## src/rtl/axim_bridge.sv

```systemverilog
// axim_bridge: turns single load/store requests from the LSU into AXI4-Lite
// master transactions, one outstanding at a time, and hands completion status
// and read data back to the LSU with a one-cycle ready pulse.
module axim_bridge #(
   parameter logic [2:0]  PROT     = 3'b000,
   parameter logic [31:0] ERR_RDAT = 32'h0000_0000
) (
   input  logic        clk,
   input  logic        rst_n,
   input  logic        hs_ls4axim_val,
   output logic        hs_axim4ls_rdy,
   input  logic [31:0] i_adr,
   input  logic [31:0] i_wdat,
   input  logic [3:0]  i_axim_wen,
   output logic [31:0] o_rdat,
   output logic        o_err,
   output logic        o_awvalid,
   input  logic        i_awready,
   output logic [31:0] o_awaddr,
   output logic [2:0]  o_awprot,
   output logic        o_wvalid,
   input  logic        i_wready,
   output logic [31:0] o_wdata,
   output logic [3:0]  o_wstrb,
   input  logic        i_bvalid,
   output logic        o_bready,
   input  logic [1:0]  i_bresp,
   output logic        o_arvalid,
   input  logic        i_arready,
   output logic [31:0] o_araddr,
   output logic [2:0]  o_arprot,
   input  logic        i_rvalid,
   output logic        o_rready,
   input  logic [31:0] i_rdata,
   input  logic [1:0]  i_rresp
);

   typedef enum logic [2:0] {
      IDLE,
      WREQ,
      WRESP,
      RREQ,
      RRESP,
      DONE
   } state_t;

   state_t      r_state;
   state_t      w_nextState;

   logic        r_awPend;
   logic        r_wPend;
   logic [31:0] r_adr;
   logic [31:0] r_wdat;
   logic [3:0]  r_wen;
   logic [31:0] r_rdat;
   logic        r_err;

   logic        w_accept;
   logic        w_awHs;
   logic        w_wHs;
   logic        w_awLeft;
   logic        w_wLeft;
   logic        w_unusedResp;

   // Only bit 1 of a response distinguishes SLVERR/DECERR from OKAY/EXOKAY.
   assign w_unusedResp = ^{i_bresp[0], i_rresp[0]};

   // A new request is only taken in IDLE; in DONE the LSU still shows the old one.
   assign w_accept = (r_state == IDLE) && hs_ls4axim_val;
   assign w_awHs   = o_awvalid && i_awready;
   assign w_wHs    = o_wvalid && i_wready;
   assign w_awLeft = r_awPend && !w_awHs;
   assign w_wLeft  = r_wPend && !w_wHs;

   // All AXI payloads come straight from the captured request registers.
   assign o_awaddr = r_adr;
   assign o_araddr = r_adr;
   assign o_wdata  = r_wdat;
   assign o_wstrb  = r_wen;
   assign o_awprot = PROT;
   assign o_arprot = PROT;
   assign o_rdat   = r_rdat;
   assign o_err    = r_err;

   // State register.
   always_ff @(posedge clk or negedge rst_n) begin
      if (!rst_n) begin
         r_state <= IDLE;
      end else begin
         r_state <= w_nextState;
      end
   end

   // Next-state logic: each wait on a ready/valid simply holds the current state.
   always_comb begin
      w_nextState = r_state;
      case (r_state)
         IDLE: begin
            if (hs_ls4axim_val) begin
               w_nextState = (|i_axim_wen) ? WREQ : RREQ;
            end
         end
         WREQ: begin
            if (!w_awLeft && !w_wLeft) begin
               w_nextState = WRESP;
            end
         end
         WRESP: begin
            if (i_bvalid) begin
               w_nextState = DONE;
            end
         end
         RREQ: begin
            if (i_arready) begin
               w_nextState = RRESP;
            end
         end
         RRESP: begin
            if (i_rvalid) begin
               w_nextState = DONE;
            end
         end
         DONE: begin
            w_nextState = IDLE;
         end
         default: begin
            w_nextState = IDLE;
         end
      endcase
   end

   // Output decode: valids and readies are pure functions of registered state.
   always_comb begin
      o_awvalid      = 1'b0;
      o_wvalid       = 1'b0;
      o_bready       = 1'b0;
      o_arvalid      = 1'b0;
      o_rready       = 1'b0;
      hs_axim4ls_rdy = 1'b0;
      case (r_state)
         WREQ: begin
            o_awvalid = r_awPend;
            o_wvalid  = r_wPend;
         end
         WRESP: begin
            o_bready = 1'b1;
         end
         RREQ: begin
            o_arvalid = 1'b1;
         end
         RRESP: begin
            o_rready = 1'b1;
         end
         DONE: begin
            hs_axim4ls_rdy = 1'b1;
         end
         default: begin
            o_awvalid = 1'b0;
         end
      endcase
   end

   // Request capture, independent AW/W pending flags, and response capture.
   always_ff @(posedge clk or negedge rst_n) begin
      if (!rst_n) begin
         r_awPend <= 1'b0;
         r_wPend  <= 1'b0;
         r_adr    <= '0;
         r_wdat   <= '0;
         r_wen    <= '0;
         r_rdat   <= '0;
         r_err    <= 1'b0;
      end else begin
         if (w_accept) begin
            r_adr    <= i_adr;
            r_wdat   <= i_wdat;
            r_wen    <= i_axim_wen;
            r_awPend <= |i_axim_wen;
            r_wPend  <= |i_axim_wen;
         end else begin
            if (w_awHs) begin
               r_awPend <= 1'b0;
            end
            if (w_wHs) begin
               r_wPend <= 1'b0;
            end
         end
         if ((r_state == WRESP) && i_bvalid) begin
            r_err  <= i_bresp[1];
            r_rdat <= '0;
         end
         if ((r_state == RRESP) && i_rvalid) begin
            r_err  <= i_rresp[1];
            r_rdat <= i_rresp[1] ? ERR_RDAT : i_rdata;
         end
      end
   end

endmodule

```

## config.mk

```make
export PLATFORM = sky130hd
export DESIGN_NAME = axim_bridge
export DESIGN_NICKNAME = d
export VERILOG_FILES = /design/src/rtl/axim_bridge.sv
export SDC_FILE = /design/constraint.sdc
export NUM_CORES = 1
export LEC_CHECK = 0
export CORE_MARGIN = 3
export CORE_UTILIZATION = 34
export CTS_CLUSTER_SIZE = 28
export DETAILED_ROUTE_END_ITERATION = 10
export PLACE_DENSITY_LB_ADDON = 0.1
export SLEW_MARGIN = 10
export SYNTH_ARGS = -nofsm -noshare
export SYNTH_HDL_FRONTEND = slang
export SYNTH_SLANG_ARGS = --single-unit
export TNS_END_PERCENT = 20
```

## constraint.sdc

```tcl
create_clock -name clk -period 1.6 [get_ports clk]
set_clock_uncertainty 0.2 [all_clocks]
set_input_delay 0.24 -clock clk [delete_from_list [all_inputs] [get_ports clk]]
set_output_delay 0.24 -clock clk [all_outputs]
set_load 0.03 [all_outputs]
```

Word level (Yosys, flattened, before mapping)
Cells that the tools add are included.

operators by class
  equality and inequality tests = 10
  mux-type cells = 22
  reduce and logical (&&, ||, !) cells = 18

operators by type and width
  operator                                                                count
  32-bit 2-to-1 mux                                                       3
  3-bit 2-to-1 mux                                                        5
  3-bit case mux with 5 select lines                                      1
  1-bit 2-to-1 mux                                                        12
  2-bit inequality test (second input constant)                           5
  1-bit logical AND                                                       8
  3-bit by 2-bit equality test with 1-bit output (second input constant)  2
  3-bit equality test (second input constant)                             2
  2-bit nonzero test                                                      3
  5-bit AND reduction                                                     1
  1-bit logical NOT                                                       4
  4-bit OR reduction                                                      1
  3-bit by 1-bit equality test with 1-bit output (second input constant)  1
  3-bit logical NOT                                                       1
  2-bit 2-to-1 mux                                                        1

word-level totals
  bits in registers = 106
  input port bits = 112
  output and inout port bits = 145
  logic and storage cells = 58

Logic depth before layout (Yosys ltp)
Gate-level depths: netlist of the first run.

  depth in word-level cells = 9
  mapped depth = 6
  mapped depth without buffers = 6

Least setup slack after synthesis of the first run
OpenSTA, ideal clock, no wires.

  kind = register to register
  start = register r_state[1]
  end = register r_adr[10] (netlist: o_araddr[10])
  setup time = 125 ps
  arrival time = 1402 ps
  required time = 1275 ps
  setup slack = -126 ps
  stages on the path, launching flop included = 6
  buffers on the path = 2
  clock period less this slack = 1726 ps
  path through = dfrtp_1 nor2_2 and2_1 buf_2 buf_2 mux2_2

between the ends
  cells in the longest elaborated chain, start to end = 2

RTL lines
  what                      RTL line  text
  start: declaration        47        state_t r_state;
  start signal: assignment  90        r_state <= w_nextState;
  3-bit logical NOT         69        assign w_accept = (r_state == IDLE) && hs_ls4axim_val;
  1-bit logical AND         69
  end signal: assignment    175       r_adr <= i_adr;
  end: declaration          52        logic [31:0] r_adr;

No other way between the ends.
A chain may end at the register's enable or synchronous reset.

Worst setup path after layout of the first run
  start = register r_state[1]
  end = output o_rready

between the ends
  cells in the longest elaborated chain, start to end = 2

RTL lines
  what                 RTL line  text
  3-bit equality test  140       case (r_state)
  1-bit 2-to-1 mux     140
  end: declaration     33        output logic o_rready,

No other way between the ends.

==> impl_results.md, run 1 <==
* Port Buffer Count at 248
* Share of layout cells above drive strength 1 at 28.8%
* Cell Rows at 40
* Largest net degree at the start of global routing at 41
* Data required, critical path at 1160 ps
* Avg Cell Area, Syn at ~14 sq um
* Htree depth at 3
* Leakage at 0.00361 uW
* Crit start category: register
* Max clock buf depth at 2
* Setup violations, final at 109
* Tmin final at 1820 ps
* Die height at 119 um
* Final hold violations at 0
* HP Class: primary input to async pin
* Fin. max-slew vios at 0
* I/O pin total at approximately 260
* Reg-to-Reg Start: r_state[1]
* Worst setup margin at -222 ps
* Tot Pwr at 17,600 uW
* Failing checks: negative setup slack
* Worst skew pair latency at 340 ps
* Drt via density at 4.66
* GRT Resource Usage Total at 17.5%
* Worst path cell trace: nand3b_1 > inv_2 > buf_6 > buf_6
* Core area at 12,200 sq um
* RSZ-0062 raised after global routing: true
* Seq/Total Area, Yosys at 61.4%
* Final wirelength at 12,800 um
* Clock Pin Slew Worst Setup and Hold Paths at around 70 ps
* Worst EP arrival at 1380 ps
* Worst slack, placed at -458 ps
* Placer Congestion at about 0.74
* Layout area overhead at 77.5%
* Final ANT Viol Nets at 0
* Crit Path Max Fanout at 5
* Achievable frequency at 549 MHz
* Initial Utilization at 35.4%
* Post-route setup TNS at -15,850 ps
* Die Area at around 14,000 sq um
* Clock sinks at 106
* # DRC at 0
* Post-DP HPWL at 9140 um
* Pwr per Cell Area at around 2300 nW/um^2
* Biggest cell delay along the critical path at 470 ps
* Die W at around 120 um
* Setup CP Type: register to output port
* Initial antenna violation count at 0
* First-pass GRT wire length at 19,300 um
* Vias in the first global route at 3,568
* R2R depth at 5
* Synth cell types at 28
* Initial DRC Count at 184
* Maxcap violations at 0
* Via count at 3,371
* Num CTS Buffers at 9
* Critical Path Sink: o_rready
* Clock root buffer: clkbuf_16
* R2r endpoint: o_araddr[24]
* Most frequent CP cell: buf_6
* Post-Syn Area at 4320 sq um
* Max VDD drop at 1.40 mV
* WHS at 67.1 ps
* Fin crit share at 114%
* Crit end category: output port
* DRT Pass-1 Iters at 4
* CP startpoint: r_state[1]
* Reg2reg setup slack at -210 ps
* Fin nets at between 600 and 700
* Slowest cell on crit path: dfrtp_2
* CTS tree: built
* Status: finished, violations left
* Grt ovf at 0
* Yosys reg bits at 106
* Wire length per cell at 17.7 um
* Syn Inst Count at 301
* Yosys warns at 0
* # diodes at 0
## state kept, by name, indices dropped and copies added, names as in the netlist
| register | count |
|---|---|
| r_awPend | 1 |
| r_state | 3 |
| o_wdata | 32 |
| o_rdat | 32 |
| o_wstrb | 4 |
| r_wPend | 1 |
| o_err | 1 |
| o_araddr | 32 |
## what timing repair did
action,in CTS,in global routing
hold buffers,1,0
endpoints found under the setup margin,239,178
buffers inserted,5,1
cloned,0,5
endpoints found under the hold margin,106,0
pin swaps,20,4
gates resized for setup,174,118
## power by group
| part | leakage, uW | switching, uW | total, uW | internal [uW] |
|---|---|---|---|---|
| Clock | 0.000142 | 927 | 2170 | 1240 |
| Combinational | 0.00217 | 5710 | 10400 | 4720 |
| Sequential | 0.00130 | 928 | 4980 | 4050 |
| Total | 0.00361 | 7570 | 17600 | 10000 |
## layout by cell type, fill, tap and decap left out, types with 3 or more instances in the layout
| cell | Yosys | layout |
|---|---|---|
| a21oi_1 | 3 | 3 |
| a22o_1 | 32 | 32 |
| buf_12 | 0 | 14 |
| buf_4 | 39 | 17 |
| buf_6 | 0 | 10 |
| clkbuf_16 | 0 | 13 |
| clkbuf_2 | 0 | 16 |
| clkdlybuf4s15_1 | 0 | 57 |
| clkdlybuf4s50_1 | 0 | 108 |
| conb_1 | 1 | 6 |
| dfrtp_1 | 106 | 104 |
| dlygate4sd2_1 | 0 | 58 |
| inv_1 | 4 | 3 |
| mux2_2 | 70 | 5 |
| mux2_4 | 0 | 65 |
| nand2_1 | 5 | 5 |
| nand2b_1 | 5 | 4 |
| nor2_4 | 0 | 3 |
## cells by family (layout without fill, tap and decap cells)
family / after synthesis / in the layout / share of synthesized area, %
mux: 71 / 71 / 18.5
buf+inv: 58 / 306 / 8.80
other cells: 1 / 6 / 0.0868
simple gates: 22 / 23 / 2.98
compound gates: 43 / 43 / 8.25
flops: 106 / 106 / 61.4
## Yosys cell counts
library cell / number / area (sq um)
buf_2: 13 / 65.1
nor3b_2: 1 / 12.5
inv_1: 4 / 15.0
a21o_1: 1 / 7.51
a211oi_1: 1 / 7.51
o22ai_1: 1 / 6.26
and2_1: 1 / 6.26
a311o_1: 2 / 20.0
nand3b_1: 1 / 7.51
nor2b_1: 2 / 12.5
nor4_1: 1 / 6.26
nor2_1: 2 / 7.51
nand2b_1: 5 / 31.3
dfrtp_1: 106 / 2650
a32o_1: 1 / 10.0
nor3b_1: 1 / 7.51
and3_1: 2 / 12.5
mux2i_1: 1 / 10.0
o21ai_0: 2 / 10.0
conb_1: 1 / 3.75
nor2_2: 1 / 6.26
mux2_2: 70 / 788
a22o_1: 32 / 280
inv_2: 1 / 3.75
nand2_1: 5 / 18.8
buf_4: 39 / 293
a21oi_1: 3 / 15.0
clkbuf_1: 1 / 3.75
## final cells by class
cell class                 count  area, sq um
clock buffer                  12          246
clock inverter                 3         40.0
fill                        1023         4540
inverter                       5         18.8
multi-input combinational    143         1610
sequential                   106         2660
tap                          168          210
timing repair buffer         286         2890
## routing by layer
layer	vias to the layer above	part of all wire, %	track usage, %
met1	1672	41	20.3
met2	168	48	29.5
met5	-	0	0
li1	1519	-	-
met4	0	1.3	4.42
met3	12	9.2	7.66
## how the worst min path moves through the flow
stage	start	endpoint	slack, ps	depth (start not counted)
floorplan	rst_n	o_araddr[0]	-260	0
global placement	rst_n	o_araddr[11]	-120	1
detailed placement	rst_n	o_araddr[11]	-120	1
CTS	rst_n	o_araddr[11]	60	2
global route	rst_n	o_araddr[13]	70	2
finish	rst_n	o_araddr[11]	70	2
## worst max-delay path, delay by kind of cell (launching register included)
family	cells	cell delay, ps
buffers and inverters	3	310
flip-flops	1	470
AND/OR/NAND/NOR	1	260
## stage by stage
stage	instance area, sq um	std cells	utilization (%)
finish	7670	723	62.8
global route	7670	723	62.8
CTS	7420	717	60.7
detailed placement	7110	696	58.2
global placement	7110	696	58.2
floorplan	4470	306	-
(Power assumes the default switching activity.)
==> inputs of run 2 (changes only) <==
--- a/config.mk
+++ b/config.mk
@@ -9,7 +9,9 @@
 export CORE_UTILIZATION = 34
 export CTS_CLUSTER_SIZE = 28
 export DETAILED_ROUTE_END_ITERATION = 10
+export GPL_TIMING_DRIVEN = 1
 export PLACE_DENSITY_LB_ADDON = 0.1
+export SKIP_LAST_GASP = 1
 export SLEW_MARGIN = 10
 export SYNTH_ARGS = -nofsm -noshare
 export SYNTH_HDL_FRONTEND = slang
==> run 2 against run 1 <==
The run still ends with negative setup slack left. Routed wire length shrank 5.8%. Die area unchanged. Count of clock-buffer cells in the layout stayed put. Worst setup slack lost 7.0 ps. Highest routed layer unchanged. Register-to-register slack barely moved. Via count is 2.0% lower. Clock power about the same. Global-route usage is 0.22 points lower. Hold slack improved by 0.84 ps. Final area decreased by 1.4%.
==> impl_results.md, run 2 (synthesized netlist as in run 1, its figures left out) <==
* Htree depth at 3 (unchanged)
* Worst skew pair latency at 340 ps (about the same)
* GRT Resource Usage Total at 17.2% (-0.22 points)
* DRT Pass-1 Iters at 4 (unchanged)
* Most common cell after layout, fill and taps aside: clkdlybuf4s50_1
* Initial Utilization at 35.4% (unchanged)
* Grt ovf at 0 (unchanged)
* Final ANT Viol Nets at 0 (unchanged)
* Clock sinks at 106 (unchanged)
* Achievable frequency at 547 MHz (-0.38%)
* Via count at 3,304 (-2.0%)
* Initial antenna violation count at 0 (unchanged)
* Fin. max-slew vios at 0 (unchanged)
* Slowest cell on crit path: clkdlybuf4s50_1
* Clock root buffer: clkbuf_16
* Layout area overhead at 75.1%
* Cell Rows at 40 (unchanged)
* Layout fillers at 1,021 (-0.20%)
* Setup violations, final at 159 (+46%)
* # diodes at 0 (unchanged)
* Clock Pin Slew Worst Setup and Hold Paths at 70 ps (about the same)
* HP Class: primary input to async pin
* Crit start category: register
* Worst EP arrival at 1390 ps (about the same)
* Register area at 2660 sq um (unchanged)
* Largest net degree at the start of global routing at 41 (unchanged)
* Die height at 119 um (unchanged)
* Wire length per cell at 16.8 um (-5.1%)
* First-pass GRT wire length at 19,100 um (-1.2%)
* CTS tree: built
* Num CTS Buffers at 9 (unchanged)
* Max clock buf depth at 2 (unchanged)
* Fin nets at 658 (-0.75%)
* Maxcap violations at 0 (unchanged)
* Fin crit share at 114% (+0.44 points)
* Worst Path Buf+Inv at 1 (-2)
* Worst setup margin at -229 ps (-7.01 ps)
* Final wirelength at 12,100 um (-5.8%)
* Setup CP Type: register to output port
* Data required, critical path at 1160 ps (about the same)
* Crit Path Max Fanout at 2 (-3)
* Post-DP HPWL at 9140 um (unchanged)
* RSZ-0062 raised after global routing: true
* Core area at 12,200 sq um (unchanged)
* Crit end category: output port
* WHS at 68.0 ps (+0.841 ps)
* Tmin final at 1830 ps (+7.01 ps)
* Vias in the first global route at 3,541 (-0.76%)
* Failing checks: negative setup slack
* # DRC at 0 (unchanged)
* Status: finished, violations left
* Share of layout cells above drive strength 1 at 25.1% (-3.7 points)
* Area occupied by multi-input gates at 1420 sq um (-12%)
* Die Area at 14,100 sq um (unchanged)
* Leakage at 0.00372 uW (+3.0%)
* Critical path's top delay family: buffers and inverters
* Max VDD drop at 1.09 mV (-22%)
* Initial DRC Count at 156 (-15%)
* I/O pin total at 257 (unchanged)
* Pwr per Cell Area at 2300 nW/um^2 (+0.28%)
* Die W at 119 um (unchanged)
* Port Buffer Count at 248 (unchanged)
* Drt via density at 4.60 (-1.3%)
* Placer Congestion at 0.744 (unchanged)
* Biggest cell delay along the critical path at 690 ps (+220 ps)
* Worst path cell trace: clkdlybuf4s50_1
* Most frequent cells in the layout: clkdlybuf4s50_1 (158), dfrtp_1 (104), mux2_2 (51)
* Worst slack, placed at -458 ps (unchanged)
* Final hold violations at 0 (unchanged)
[run 2: cell types whose count changed in the layout (fill, tap and decap cells not counted), sizes merged]
cell / change
clkdlybuf4s15: -50
clkdlybuf4s50: +50
dlymetal6s2s: +39
dlygate4sd2: -23
clkbuf: -20
and2: -1
[run 2: final timing paths]
check / start / end / slack (ps) / cells past startpoint
setup reg to reg: r_state[1] / o_araddr[24] / -210 / 5
hold / removal: rst_n / o_araddr[11] / 70 / 2
setup / recovery: o_wdata[25] / o_wdata[25] / -230 / 1
min in group clk: i_rdata[21] / o_rdat[21] / 290 / 2
max in group asynchronous: rst_n / o_araddr[2] / 590 / 3
hold reg to reg: o_rdat[21] / o_rdat[21] / 300 / 1
[run 2: what timing repair did]
action | 4_1_cts | 5_1_grt
endpoints found under the hold margin | 106 | 0
hold buffers | 1 | 0
setup buffers | 5 | 1
pin swaps | 2 | 1
setup endpoints to repair | 239 | 238
resized for setup | 62 | 43
[run 2: cell type report]
class / count / share of cell area (%)
repair buffers: 282 / 39.3
flip-flops and latches: 106 / 35.1
multi-input cells: 142 / 18.8
clock buffers: 12 / 3.26
well taps: 168 / 2.78
clock inverters: 3 / 0.529
inverters: 5 / 0.248
[run 2: power breakdown]
group / leakage, uW / switching [uW] / internal [uW]
logic: 0.00227 / 5520 / 4770
registers: 0.00130 / 869 / 4050
clock network: 0.000142 / 930 / 1240
[run 2: per-stage QoR]
stage | total power (uW) | cell area, sq um | utilization (%) | instances | TNS, ps
2_1_floorplan | 11300 | 4470 | - | 306 | -4510
3_3_place_gp | 15400 | 7110 | 58.2 | 696 | -34220
3_5_place_dp | 15600 | 7110 | 58.2 | 696 | -37270
4_1_cts | 17600 | 7440 | 60.9 | 717 | -38940
5_1_grt | 18200 | 7560 | 61.9 | 718 | -38140
6_report | 17400 | 7560 | 61.9 | 718 | -27670
[run 2: layer usage]
| layer | GRT usage [%] | up-vias | share of wire (%) | wire length [um] |
|---|---|---|---|---|
| met5 | 0 | - | 0 | 0 |
| li1 | - | 1505 | - | - |
| met3 | 7.56 | 9 | 9.2 | 1110 |
| met4 | 4.42 | 0 | 1.1 | 138 |
| met2 | 29.3 | 161 | 49 | 5930 |
| met1 | 19.9 | 1629 | 40 | 4880 |
